`src/rtl/pit_bus_rw_logic_pkg.sv`:
```
// 8254 CPU read/write logic: shared encodings.
// RW field codes, address/select constants, status and control-word bit positions.
package pit_pkg;

  typedef enum logic [1:0] {
    RW_LATCH = 2'b00,
    RW_LSB   = 2'b01,
    RW_MSB   = 2'b10,
    RW_WORD  = 2'b11
  } rw_e;

  localparam logic [1:0] ADDR_CW     = 2'b11;
  localparam logic [1:0] SC_READBACK = 2'b11;

  localparam int ST_OUT    = 7;
  localparam int ST_NULL   = 6;
  localparam int CW_RW_HI  = 5;
  localparam int CW_RW_LO  = 4;
  localparam int RB_NO_CNT = 5;
  localparam int RB_NO_STS = 4;

  function automatic rw_e cw_rw(input logic [5:0] cw);
    return rw_e'(cw[CW_RW_HI:CW_RW_LO]);
  endfunction

endpackage

```
`src/rtl/pit_bus_rw_logic_if.sv`:
```
// 8254 CPU bus: chip select, strobes, address and data.
// The CPU drives it as master; the read/write logic is the slave.
interface pit_bus_rw_logic_if;
  logic       CS;
  logic       RD;
  logic       WR;
  logic [1:0] A;
  logic [7:0] data_in;
  logic [7:0] data_out;
  logic       data_oe;

  modport master (
    output CS, RD, WR, A, data_in,
    input  data_out, data_oe
  );

  modport slave (
    input  CS, RD, WR, A, data_in,
    output data_out, data_oe
  );
endinterface

```
`src/rtl/pit_counter_port.sv`:
```
// Per-counter CPU-side state: control word, byte pointers,
// output latch, status latch and the read byte mux.
module pit_counter_port
  import pit_pkg::*;
(
  input  logic        clk,
  input  logic        rst_n,
  input  logic        mode_wr,
  input  logic        latch_cnt,
  input  logic        latch_sts,
  input  logic        byte_wr,
  input  logic        rd_done,
  input  logic [5:0]  mode,
  input  logic [15:0] count,
  input  logic        out,
  input  logic        null_cnt,
  output logic [5:0]  cw,
  output logic        cw_wr,
  output logic        lsb_wr,
  output logic        msb_wr,
  output logic        cnt_wr,
  output logic [7:0]  rdata
);

  rw_e         rw;
  logic        wr_ptr;
  logic        rd_ptr;
  logic        ol_vld;
  logic        st_vld;
  logic [15:0] ol;
  logic [7:0]  st;
  logic [15:0] src;
  logic        hi;

  assign rw = cw_rw(cw);

  always_ff @(posedge clk) begin
    if (!rst_n) begin
      cw     <= '0;
      cw_wr  <= 1'b0;
      lsb_wr <= 1'b0;
      msb_wr <= 1'b0;
      cnt_wr <= 1'b0;
      wr_ptr <= 1'b0;
      rd_ptr <= 1'b0;
      ol_vld <= 1'b0;
      st_vld <= 1'b0;
      ol     <= '0;
      st     <= '0;
    end else begin
      cw_wr  <= 1'b0;
      lsb_wr <= 1'b0;
      msb_wr <= 1'b0;
      cnt_wr <= 1'b0;
      if (mode_wr) begin
        cw     <= mode;
        cw_wr  <= 1'b1;
        wr_ptr <= 1'b0;
        rd_ptr <= 1'b0;
        ol_vld <= 1'b0;
        st_vld <= 1'b0;
      end
      // A held latch ignores further latch commands until read out
      if (latch_cnt && !ol_vld) begin
        ol     <= count;
        ol_vld <= 1'b1;
      end
      if (latch_sts && !st_vld) begin
        st[ST_OUT]  <= out;
        st[ST_NULL] <= null_cnt;
        st[5:0]     <= cw;
        st_vld      <= 1'b1;
      end
      if (byte_wr) begin
        unique case (1'b1)
          (rw == RW_LATCH): ;
          (rw == RW_LSB): begin
            lsb_wr <= 1'b1;
            cnt_wr <= 1'b1;
          end
          (rw == RW_MSB): begin
            msb_wr <= 1'b1;
            cnt_wr <= 1'b1;
          end
          (rw == RW_WORD): begin
            lsb_wr <= !wr_ptr;
            msb_wr <= wr_ptr;
            cnt_wr <= wr_ptr;
            wr_ptr <= !wr_ptr;
          end
        endcase
      end
      if (rd_done) begin
        if (st_vld) begin
          st_vld <= 1'b0;
        end else if (rw == RW_WORD) begin
          rd_ptr <= !rd_ptr;
          if (rd_ptr) ol_vld <= 1'b0;
        end else if (rw != RW_LATCH) begin
          ol_vld <= 1'b0;
        end
      end
    end
  end

  always_comb begin
    src   = ol_vld ? ol : count;
    hi    = (rw == RW_MSB) || ((rw == RW_WORD) && rd_ptr);
    rdata = 8'h00;
    if (st_vld)
      rdata = st;
    else if (rw != RW_LATCH)
      rdata = hi ? src[15:8] : src[7:0];
  end

endmodule

```
`src/rtl/pit_bus_rw_logic.sv`:
```
// 8254 CPU read/write logic: strobe edge detect, command decode
// and read-data steering across the three counter ports.
module pit_bus_rw_logic
  import pit_pkg::*;
#(
  parameter int NUM_CNT   = 3,
  parameter bit RB_ENABLE = 1'b1
) (
  input  logic                 clk,
  input  logic                 rst_n,
  pit_bus_rw_logic_if.slave    bus,
  input  logic [16*NUM_CNT-1:0] current_count,
  input  logic [NUM_CNT-1:0]   OUT,
  input  logic [NUM_CNT-1:0]   null_count,
  output logic [6*NUM_CNT-1:0] control_word,
  output logic [NUM_CNT-1:0]   cw_wr,
  output logic [7:0]           cr_data,
  output logic [NUM_CNT-1:0]   cr_lsb_wr,
  output logic [NUM_CNT-1:0]   cr_msb_wr,
  output logic [NUM_CNT-1:0]   count_written
);

  logic       cs_q;
  logic       rd_q;
  logic       wr_q;
  logic [1:0] a_q;
  logic [7:0] d_q;
  logic       wr_commit;
  logic       rd_commit;
  logic       cw_cmd;
  logic       rb_cmd;
  logic [1:0] sc;
  rw_e        rw;

  logic [NUM_CNT-1:0]      mode_wr;
  logic [NUM_CNT-1:0]      latch_cnt;
  logic [NUM_CNT-1:0]      latch_sts;
  logic [NUM_CNT-1:0]      byte_wr;
  logic [NUM_CNT-1:0]      rd_done;
  logic [NUM_CNT-1:0][7:0] rdata;

  // Strobe copies reset inactive so reset release never looks like a commit
  always_ff @(posedge clk) begin
    if (!rst_n) begin
      cs_q <= 1'b1;
      rd_q <= 1'b1;
      wr_q <= 1'b1;
      a_q  <= '0;
      d_q  <= '0;
    end else begin
      cs_q <= bus.CS;
      rd_q <= bus.RD;
      wr_q <= bus.WR;
      a_q  <= bus.A;
      d_q  <= bus.data_in;
    end
  end

  assign wr_commit = !wr_q && bus.WR && !cs_q && rd_q;
  assign rd_commit = !rd_q && bus.RD && !cs_q && wr_q;
  assign sc        = d_q[7:6];
  assign rw        = rw_e'(d_q[CW_RW_HI:CW_RW_LO]);
  assign cw_cmd    = wr_commit && (a_q == ADDR_CW);
  assign rb_cmd    = cw_cmd && RB_ENABLE && (sc == SC_READBACK);

  always_ff @(posedge clk) begin
    if (!rst_n)
      cr_data <= '0;
    else if (wr_commit && (a_q != ADDR_CW))
      cr_data <= d_q;
  end

  for (genvar i = 0; i < NUM_CNT; i++) begin : g_cnt
    assign mode_wr[i]   = cw_cmd && (sc == 2'(i)) && (rw != RW_LATCH);
    assign latch_cnt[i] = (cw_cmd && (sc == 2'(i)) && (rw == RW_LATCH))
                       || (rb_cmd && !d_q[RB_NO_CNT] && d_q[i+1]);
    assign latch_sts[i] = rb_cmd && !d_q[RB_NO_STS] && d_q[i+1];
    assign byte_wr[i]   = wr_commit && (a_q == 2'(i));
    assign rd_done[i]   = rd_commit && (a_q == 2'(i));

    pit_counter_port u_port (
      .clk      (clk),
      .rst_n    (rst_n),
      .mode_wr  (mode_wr[i]),
      .latch_cnt(latch_cnt[i]),
      .latch_sts(latch_sts[i]),
      .byte_wr  (byte_wr[i]),
      .rd_done  (rd_done[i]),
      .mode     (d_q[5:0]),
      .count    (current_count[16*i +: 16]),
      .out      (OUT[i]),
      .null_cnt (null_count[i]),
      .cw       (control_word[6*i +: 6]),
      .cw_wr    (cw_wr[i]),
      .lsb_wr   (cr_lsb_wr[i]),
      .msb_wr   (cr_msb_wr[i]),
      .cnt_wr   (count_written[i]),
      .rdata    (rdata[i])
    );
  end

  assign bus.data_oe = !bus.CS && !bus.RD && bus.WR
                    && (bus.A != ADDR_CW);

  always_comb begin
    bus.data_out = 8'h00;
    for (int i = 0; i < NUM_CNT; i++)
      if (bus.data_oe && (bus.A == 2'(i)))
        bus.data_out = bus.data_out | rdata[i];
  end

endmodule

```
`src/flat_wrapper.sv`:
```
// flat-port wrapper written by rule: the top's interface ports become plain ports
module pit_bus_rw_logic_flat import pit_pkg::*;
#(
  parameter int NUM_CNT   = 3,
  parameter bit RB_ENABLE = 1'b1
)
  (clk, rst_n, current_count, OUT, null_count, control_word, cw_wr, cr_data, cr_lsb_wr, cr_msb_wr, count_written, bus_CS, bus_RD, bus_WR, bus_A, bus_data_in, bus_data_out, bus_data_oe);
  pit_bus_rw_logic_if bus_i ();
  input  logic clk;
  input  logic rst_n;
  input  logic [16*NUM_CNT-1:0] current_count;
  input  logic [NUM_CNT-1:0] OUT;
  input  logic [NUM_CNT-1:0] null_count;
  output logic [6*NUM_CNT-1:0] control_word;
  output logic [NUM_CNT-1:0] cw_wr;
  output logic [7:0] cr_data;
  output logic [NUM_CNT-1:0] cr_lsb_wr;
  output logic [NUM_CNT-1:0] cr_msb_wr;
  output logic [NUM_CNT-1:0] count_written;
  input wire logic [$bits(bus_i.CS)-1:0] bus_CS;
  input wire logic [$bits(bus_i.RD)-1:0] bus_RD;
  input wire logic [$bits(bus_i.WR)-1:0] bus_WR;
  input wire logic [$bits(bus_i.A)-1:0] bus_A;
  input wire logic [$bits(bus_i.data_in)-1:0] bus_data_in;
  output wire logic [$bits(bus_i.data_out)-1:0] bus_data_out;
  output wire logic [$bits(bus_i.data_oe)-1:0] bus_data_oe;
  assign bus_i.CS = bus_CS;
  assign bus_i.RD = bus_RD;
  assign bus_i.WR = bus_WR;
  assign bus_i.A = bus_A;
  assign bus_i.data_in = bus_data_in;
  assign bus_data_out = bus_i.data_out;
  assign bus_data_oe = bus_i.data_oe;
  pit_bus_rw_logic #(.NUM_CNT(NUM_CNT), .RB_ENABLE(RB_ENABLE)) u_core (.clk(clk), .rst_n(rst_n), .bus(bus_i), .current_count(current_count), .OUT(OUT), .null_count(null_count), .control_word(control_word), .cw_wr(cw_wr), .cr_data(cr_data), .cr_lsb_wr(cr_lsb_wr), .cr_msb_wr(cr_msb_wr), .count_written(count_written));
endmodule
```
`config.mk`:
```
export PLATFORM = sky130hd
export DESIGN_NAME = pit_bus_rw_logic_flat
export DESIGN_NICKNAME = d
export VERILOG_FILES = /design/src/rtl/pit_bus_rw_logic_pkg.sv /design/src/rtl/pit_bus_rw_logic_if.sv /design/src/rtl/pit_counter_port.sv /design/src/rtl/pit_bus_rw_logic.sv /design/src/flat_wrapper.sv
export SDC_FILE = /design/constraint.sdc
export NUM_CORES = 1
export LEC_CHECK = 0
export ABC_AREA = 1
export CORE_MARGIN = 1.5
export CORE_UTILIZATION = 45
export DETAILED_ROUTE_END_ITERATION = 8
export PLACE_DENSITY = 0.71
export SKIP_LAST_GASP = 1
export SLEW_MARGIN = 20
export SYNTH_ARGS = -nofsm -noshare
export SYNTH_HDL_FRONTEND = slang
export SYNTH_SLANG_ARGS = --single-unit
```
`constraint.sdc`:
```
create_clock -name clk -period 1.8 [get_ports clk]
set_input_delay 0.45 -clock clk [delete_from_list [all_inputs] [get_ports clk]]
set_output_delay 0.45 -clock clk [all_outputs]
set_load 0.005 [all_outputs]
```
# --- Word level (Yosys, flattened, before mapping) ---
# Index checks and enable logic that the tools add are counted.
classes:
  n_eq_ne: 19
  muxes: 81
  bitwise_logic: 2
  reduce_logical: 86
op_table:
  columns: ["op", "n"]
  rows:
  - ["$mux W8", 12]
  - ["$mux W1", 57]
  - ["$mux W16", 3]
  - ["$logic_and A1 B1 Y1", 47]
  - ["$eq A2 B2 Y1 const B", 11]
  - ["$logic_not A1 Y1", 19]
  - ["$pmux W1 S2", 9]
  - ["$or A8 B8 Y8", 2]
  - ["$eq A2 B1 Y1 const B", 6]
  - ["$logic_not A2 Y1", 4]
  - ["$reduce_bool A2 Y1", 4]
  - ["$logic_or A1 B1 Y1", 6]
  - ["$reduce_and A2 Y1", 3]
  - ["$reduce_or A2 Y1", 3]
  - ["$ne A2 B2 Y1 const B", 2]
totals:
  ff_bits: 135
  out_inout_bits: 47
  elab_cells: 227

# --- Longest topological paths before layout ---
# Gate-level depths: netlist (run 1).
logic_depth:
  ltp_word: 15
  mapped_depth: 12
  mapped_depth_nobuf: 10

# --- By module ---
# From an unflattened synthesis (run 1), not the netlist that was laid out.
hier_totals:
  cells_unflattened: 919
  hier_area_um2: 6505.0
modules_own_cells:
  columns: ["mod", "n_inst", "cells_per_inst", "area_per_inst_um2", "seq_area_each_um2"]
  rows:
  - ["pit_counter_port", 3, 252, 1794.2, 760.7]
  - ["pit_bus_rw_logic", 1, 163, 1122.3, 420.4]

# --- Least setup slack after synthesis (run 1) ---
# No wires, ideal clock.
synth_path:
  path_type: "register to output"
  startpoint: "reg u_core.g_cnt[1].u_port.cw[4]"
  endpoint: "out bus_data_out[3]"
  arrival_ns: 1.537
  required_time_ns: 1.350
  setup_slack_ns: -0.187
  path_stages_with_launch: 12
  path_buffers: 2
  cell_sequence: "dfxtp_1 ha_1 clkbuf_1 nand2_1 nand2_1 buf_2 nand2_1 o21ai_0 nand2_1 nand2_1 nand2_1 nand3_1"
synth_via:
  elab_chain_len: 10
synth_rtl:
  columns: ["element", "line_no", "source"]
  rows:
  - ["start, declared", "pit_counter_port.sv:17", "output logic [5:0] cw,"]
  - ["start signal, assigned", "pit_counter_port.sv:56", "cw <= mode;"]
  - ["$eq A2 B2 Y1", "pit_counter_port.sv:108", "hi = (rw == RW_MSB) || ((rw == RW_WORD) && rd_ptr);"]
  - ["$logic_and A1 B1 Y1", "pit_counter_port.sv:108", null]
  - ["$logic_or A1 B1 Y1", "pit_counter_port.sv:108", null]
  - ["$mux W8", "pit_counter_port.sv:113", "rdata = hi ? src[15:8] : src[7:0];"]
  - ["$mux W8 (*)", "pit_counter_port.sv:112", "else if (rw != RW_LATCH)"]
  - ["$mux W8 (*)", "pit_counter_port.sv:110", "if (st_vld)"]
  - ["$or A8 B8 Y8 (*)", "pit_bus_rw_logic.sv:109", "bus.data_out = bus.data_out | rdata[i];"]
  - ["$mux W8 (*)", "pit_bus_rw_logic.sv:108", "if (bus.data_oe && (bus.A == 2'(i)))"]
  - ["$or A8 B8 Y8", "pit_bus_rw_logic.sv:109", null]
  - ["$mux W8 (*)", "pit_bus_rw_logic.sv:108", null]
  - ["end, declared", "flat_wrapper.sv:25", "output wire logic [$bits(bus_i.data_out)-1:0] bus_data_out;"]
# Mark *: on every way between the ends. The rest lies on a longest branch, timed or not.

# --- Final worst setup path (run 1) ---
layout_path:
  startpoint: "reg u_core.g_cnt[0].u_port.cw[4]"
  endpoint: "out bus_data_out[1]"
layout_via:
  elab_chain_len: 11
layout_rtl:
  columns: ["element", "line_no"]
  rows:
  - ["start, declared", "pit_counter_port.sv:17"]
  - ["start signal, assigned", "pit_counter_port.sv:56"]
  - ["$eq A2 B2 Y1", "pit_counter_port.sv:108"]
  - ["$logic_and A1 B1 Y1", "pit_counter_port.sv:108"]
  - ["$logic_or A1 B1 Y1", "pit_counter_port.sv:108"]
  - ["$mux W8", "pit_counter_port.sv:113"]
  - ["$mux W8 (*)", "pit_counter_port.sv:112"]
  - ["$mux W8 (*)", "pit_counter_port.sv:110"]
  - ["$mux W8 (*)", "pit_bus_rw_logic.sv:108"]
  - ["$or A8 B8 Y8", "pit_bus_rw_logic.sv:109"]
  - ["$mux W8 (*)", "pit_bus_rw_logic.sv:108"]
  - ["$or A8 B8 Y8", "pit_bus_rw_logic.sv:109"]
  - ["$mux W8 (*)", "pit_bus_rw_logic.sv:108"]
# Marked as above.

==> flow_metrics.tcl, run 1 <==
set metrics [dict create \
    insertion_delay_ns 0.43 \
    crit_chain "inv_4, ha_4, inv_6, nand2_8, buf_6, o211ai_1, o21ai_1, nand2_1, nand3_2, buf_2" \
    critical-path-top-delay-family "flip-flops" \
    setup_tns_ns -3.97 \
    cts_buffers 17 \
    criticalPathCategory "reg -> out" \
    end_kind "primary output" \
    sw_frac_of_total 0.209 \
    port_buffers 115 \
    seq_power_share 0.400 \
    post-route-drc-count 0 \
    timing.fmax_mhz 432 \
    clkPwrFrac 0.544 \
    clockRootBuffer "clkbuf_16" \
    die_width_um 125 \
    hold_buffers 0 \
    min_path_type "in -> reg" \
    drive_gt1_frac 0.221 \
    dp_hpwl_mm 12.8 \
    wirelength_mm 19.6 \
    postSynthCellCount 1011 \
    grt_usage 0.250 \
    tritoncts "built" \
    cts_sinks 135 \
    ir_drop_mv 0.696 \
    ys_ff_latch 135 \
    coreArea_um2 14500 \
    syn_to_final_growth_pct 46.3 \
    fin_ws_ns -0.512 \
    tightest_slew_ns 0.487 \
    period_needed_ns 2.31 \
    cts.path.max_buffers 2 \
    overflow 0 \
    synth_warnings 0 \
    grt_max_degree 92 \
    skew_ns 0.00711 \
    powerDensity_nw_per_um2 772 \
    start_kind "register" \
    max_slew_margin 0.674 \
    crit_path_max_fanout 7 \
    min-delay-start "bus_CS" \
    start_util 0.461 \
    syn_area_um2 6700 \
    grt_antenna_before_repair 0 \
    wl_per_cell_um 14.0 \
    diodes 0 \
    yosysSeqAreaShare 0.403 \
    run_status "complete, but fails checks" \
    dp_slack_ns -0.930 \
    ys_types 29 \
    drt_iter0_drc 591 \
    crit_start "u_core.g_cnt[0].u_port.cw[4]$_SDFFE_PN0P_" \
    register_area_um2 2730 \
    fillCellCount 1203 \
    violations "negative setup slack" \
    cp_slowest_cell "dfxtp_4" \
    multi_input_area_um2 3550 \
    cap_viol_max_count 0 \
    vias 6882 \
    grt_pass1_wl_mm 31.5 \
    hold_viol 0 \
    die_h_um 125 \
    syn_avg_cell_area_um2 6.63 \
    cellLeakagePower_nw 4.69 \
    worst_ep_required_time_ns 1.35 \
    r2r_start "u_core.rd_q$_SDFF_PN1_" \
    gp_congestion 0.838 \
    die_area_um2 15600 \
    drv_slew 0 \
    ioPinCount 116 \
    ant_nets 0 \
    ys_top_cells_by_area "dfxtp_1 40%, nand2_1 16%, inv_1 7.6%, nor2_1 7.6%, o21ai_0 6.4%" \
    rows 44 \
    period_share 1.28 \
    setup_viol 8 \
    clk_pin_slew_ns 0.06 \
    finalPower_mw 7.57 \
    h-tree-depth 4 \
    grt_pass1_vias 6505 \
    synthesis.nets 1092 \
    first_pass_iters 6 \
    cp_num_buf_inv 4 \
    arrival_ns 1.86 \
    power_frac_comb 0.057 \
    max_stage_delay_ns 0.38 \
    synth_area_leader_cell "dfxtp_1" \
    synth_top_cell_area_share 0.403 \
    finalNetCount 1283 \
    p_int_mw 5.99 \
    switchingPower_mw 1.58 \
    rsz0062_at_grt "yes" \
    vias_per_cell 4.92 \
]
[power by group through the flow]
stage          sequential, mW  clock (mW)  combinational, mW
4_1_cts                  3.02        4.14              0.416
5_1_grt                  3.03        4.26              0.469
6_report                 3.02        4.12              0.430
3_3_place_gp             3.09           0              0.379
3_5_place_dp             3.09           0              0.380
2_1_floorplan            3.09           0              0.137
[flip-flops by register name, indices dropped and copies added (netlist names)]
| name | count |
|---|---|
| u_core.g_cnt.u_port.ol | 48 |
| u_core.g_cnt.u_port.st | 24 |
| u_core.g_cnt.u_port.cw | 18 |
| u_core.cr_data | 8 |
| u_core.d_q | 8 |
| u_core.g_cnt.u_port.cnt_wr | 3 |
| u_core.g_cnt.u_port.cw_wr | 3 |
| u_core.g_cnt.u_port.lsb_wr | 3 |
| u_core.g_cnt.u_port.msb_wr | 3 |
| u_core.g_cnt.u_port.ol_vld | 3 |
| u_core.g_cnt.u_port.rd_ptr | 3 |
| u_core.g_cnt.u_port.st_vld | 3 |
| u_core.g_cnt.u_port.wr_ptr | 3 |
| u_core.a_q | 2 |
| u_core.cs_q | 1 |
| u_core.rd_q | 1 |
| u_core.wr_q | 1 |
[synth_stat cells]
cell type,instances
a21oi_1,73
inv_2,5
nor3_2,1
o211ai_1,16
buf_2,19
or2_2,4
inv_1,136
nor3_1,8
nand4_1,10
nand3_1,21
nor2_4,1
nand4_4,2
ha_1,12
nand2_2,3
nor2_1,136
buf_4,15
a22oi_1,2
clkinv_1,2
nand4_2,4
nor2_2,1
and2_1,1
o21ai_1,1
nand2_1,282
a211oi_1,10
dfxtp_1,135
nand2_4,2
o21ai_0,86
clkbuf_1,18
buf_6,5
[layout make-up]
class	count	share of cell area
clock buffers	19	0.0452
clock inverters	13	0.0255
inverters	143	0.0568
multi-input cells	679	0.362
flip-flops and latches	135	0.279
well taps	184	0.0235
repair buffers	226	0.209
[tightest hold or removal path: stages]
cell and delay [ns]:
clkbuf_2 0.08, inv_2 0.04, nand2_1 0.05
[cells in the final DEF, fill, tap and decap left out, types with 16 or more instances in the layout]
cell | synthesis | final
clkbuf_16 | 0 | 18
o21ai_0 | 86 | 54
o21ai_1 | 1 | 21
a21oi_1 | 73 | 73
nor2_1 | 136 | 134
buf_4 | 15 | 96
inv_1 | 136 | 123
o211ai_1 | 16 | 16
nand2_1 | 282 | 251
dfxtp_1 | 135 | 122
clkdlybuf4s50_1 | 0 | 94
nand2_2 | 3 | 22
[kinds of logic (layout without fill, tap and decap cells)]
| kind of cell | count (synthesis) | after routing | synth area share |
|---|---|---|---|
| flip-flops | 135 | 135 | 0.403 |
| buffers and inverters | 200 | 401 | 0.130 |
| AND/OR/NAND/NOR | 476 | 479 | 0.294 |
| adder cells (fa/ha/maj) | 12 | 12 | 0.0224 |
| AO/OA/AOI/OAI | 188 | 188 | 0.151 |
[per-stage QoR]
step	instances	cell area [µm²]	hold WS (ns)	utilization
3_5_place_dp	1340	8510	0.439	0.585
3_3_place_gp	1340	8510	0.434	0.585
6_report	1399	9810	0.219	0.675
2_1_floorplan	1011	6760	0.434	-
4_1_cts	1396	9610	0.298	0.661
5_1_grt	1399	9810	0.239	0.675
[final timing paths]
kind                                                                  end  slack (ns)  depth (start not counted)
worst max-delay path                                      bus_data_out[1]       -0.51                         10
worst min-delay path                               u_core.cs_q$_SDFF_PN1_        0.22                          3
worst max register to register  u_core.g_cnt[2].u_port.ol[1]$_SDFFE_PN0P_        0.15                         10
worst min register to register             u_core.cr_data[7]$_SDFFE_PN0P_        0.45                          2
[layer usage]
layer / vias to the layer above / track usage / wire length [µm]
met1: 3133 / 0.323 / 8940
met2: 172 / 0.412 / 9290
met3: 29 / 0.0603 / 938
li1: 3548 / - / -
met4: 0 / 0.0809 / 388
met5: - / 0 / 0
[repair_timing]
action,4_1_cts,5_1_grt
gates resized for setup,161,52
endpoints found under the setup margin,35,73
buffers inserted,22,4
pin swaps,40,25
cloned,2,2
Power figures use the tool's default switching activity.
==> run 2: changes to the inputs <==
CTS_CLUSTER_DIAMETER = 50   (was not set)
PLACE_DENSITY = 0.69   (was 0.71)
clock period = 2.6 ns   (was 1.8 ns; I/O delays follow)
==> run 2 against run 1 <==
  * The run still ends with negative setup slack left
  * Die area unchanged
  * Combinational power down 35%
  * Worst hold slack gained 0.23 ns
  * Sequential power is 30% lower
  * Wire length decreased by 3.8%
  * Register-to-register slack improved by 0.72 ns
  * Critical path depth unchanged
  * Global-route usage decreased by 1.5 points
  * First-iteration DRC count shrank 16%
  * Critical path type unchanged
==> flow_metrics.tcl, run 2 (synthesis gave the netlist of run 1 again) <==
set metrics [dict create \
    cts.path.max_buffers 2 \
    start_kind "register" \
    vias_per_cell 4.92 \
    grt_pass1_vias 5928 \
    drt_iter0_drc 495 \
    clockRootBuffer "clkbuf_16" \
    vias 6648 \
    syn_to_final_growth_pct 38.9 \
    period_needed_ns 2.61 \
    fin_area_um2 9310 \
    rr_worst_depth 7 \
    finalPower_mw 4.58 \
    overflow 0 \
    h-tree-depth 4 \
    r2r_start "u_core.a_q[0]$_SDFF_PN0_" \
    rows 44 \
    finalNetCount 1236 \
    final_cell_mix "254 x nand2_1, 133 x nor2_1, 128 x dfxtp_1" \
    timing.fmax_mhz 383 \
    end_kind "primary output" \
    start_util 0.461 \
    final_common_cell "nand2_1" \
    cts_sinks 135 \
    grt_pass1_wl_mm 29.3 \
    largest_reg_flops 48 \
    post-route-drc-count 0 \
    crit_start "u_core.g_cnt[1].u_port.cw[5]$_SDFFE_PN0P_" \
    run_status "complete, but fails checks" \
    drive_gt1_frac 0.176 \
    ant_nets 0 \
    first_pass_iters 5 \
    tightest_slew_ns 0.567 \
    wirelength_mm 18.8 \
    wl_per_cell_um 13.9 \
    dp_hpwl_mm 12.8 \
    port_buffers 115 \
    tritoncts "built" \
    fillCellCount 1297 \
    clk_pin_slew_ns 0.05 \
    hold_viol 0 \
    skew_ns 0.00502 \
    violations "negative setup slack" \
    criticalPathCategory "reg -> out" \
    cap_viol_max_count 0 \
    die_width_um 125 \
    hold_depth 2 \
    fin_ws_ns -0.00972 \
    placed_area_um2 8230 \
    max_slew_margin 0.622 \
    min-delay-start "u_core.cr_data[7]$_SDFFE_PN0P_" \
    drv_slew 0 \
    reg_top3 "u_core.g_cnt.u_port.ol x48, u_core.g_cnt.u_port.st x24, u_core.g_cnt.u_port.cw x18" \
    coreArea_um2 14500 \
    setup_viol 1 \
    grt_max_degree 54 \
    grt_antenna_before_repair 0 \
    die_h_um 125 \
    dp_slack_ns -0.447 \
    powerDensity_nw_per_um2 492 \
    diodes 0 \
    ioPinCount 116 \
    die_area_um2 15600 \
    min_path_type "reg -> reg" \
    ir_drop_mv 0.385 \
    crit_path_max_fanout 8 \
    arrival_ns 1.96 \
    cts_buffers 17 \
    top_register "u_core.g_cnt.u_port.ol" \
    period_share 1.00 \
    insertion_delay_ns 0.42 \
    cellLeakagePower_nw 4.30 \
    grt_usage 0.236 \
    rsz0062_at_grt "yes" \
    worst_ep_required_time_ns 1.95 \
    gp_congestion 0.905 \
]
run 2: timing repair:
action | CTS | global route
resized for setup | 124 | 72
buffers inserted | 5 | 6
cloned | 3 | 0
pin swaps | 25 | 35
setup endpoints to repair | 9 | 9
hold buffers | 0 | 0
run 2: critical path, stage by stage (launching register included):
cell and delay (ns):
dfxtp_4 0.38, ha_4 0.15, nand2_4 0.06, nand2_4 0.12, buf_12 0.15, o211ai_1 0.09, o211ai_1 0.13, nand2_1 0.17
nand2_1 0.12, nand3_2 0.06, buf_2 0.12
run 2: path summary, 6_finish.rpt:
path,end,slack [ns]
min reg2reg,u_core.cr_data[7]$_SDFFE_PN0P_,0.45
max reg2reg,u_core.g_cnt[2].u_port.st[3]$_SDFFE_PN0P_,0.87
max,bus_data_out[2],-0.01
min,u_core.cr_data[7]$_SDFFE_PN0P_,0.45
run 2: final cells by class:
| type | count | area, µm² | share of cell area |
|---|---|---|---|
| Clock buffer | 26 | 489 | 0.0526 |
| Clock inverter | 4 | 45.0 | 0.00484 |
| Inverter | 143 | 549 | 0.0590 |
| Multi-Input combinational cell | 676 | 3500 | 0.376 |
| Sequential cell | 135 | 2730 | 0.293 |
| Tap cell | 184 | 230 | 0.0247 |
| Timing Repair Buffer | 182 | 1770 | 0.190 |
run 2: where the power goes:
group	switching [mW]	internal, mW	total (mW)
Clock	0.826	1.37	2.20
Combinational	0.135	0.145	0.280
Sequential	0.0185	2.08	2.10
run 2: routing by layer:
layer  track usage  share of wire
met5             0              0
met4        0.0849          0.026
met3        0.0526          0.044
met2         0.382           0.47
met1         0.309           0.46
run 2: through the flow:
step | hold WS, ns | util | setup TNS, ns | cells
after global routing | 0.471 | 0.640 | -0.293 | 1350
after global placement | 0.438 | 0.566 | -3.58 | 1306
after detailed placement | 0.438 | 0.566 | -3.60 | 1306
after CTS | 0.451 | 0.624 | -0.281 | 1344
after floorplan | 0.434 | - | 0 | 1011
final | 0.446 | 0.640 | -0.00972 | 1350
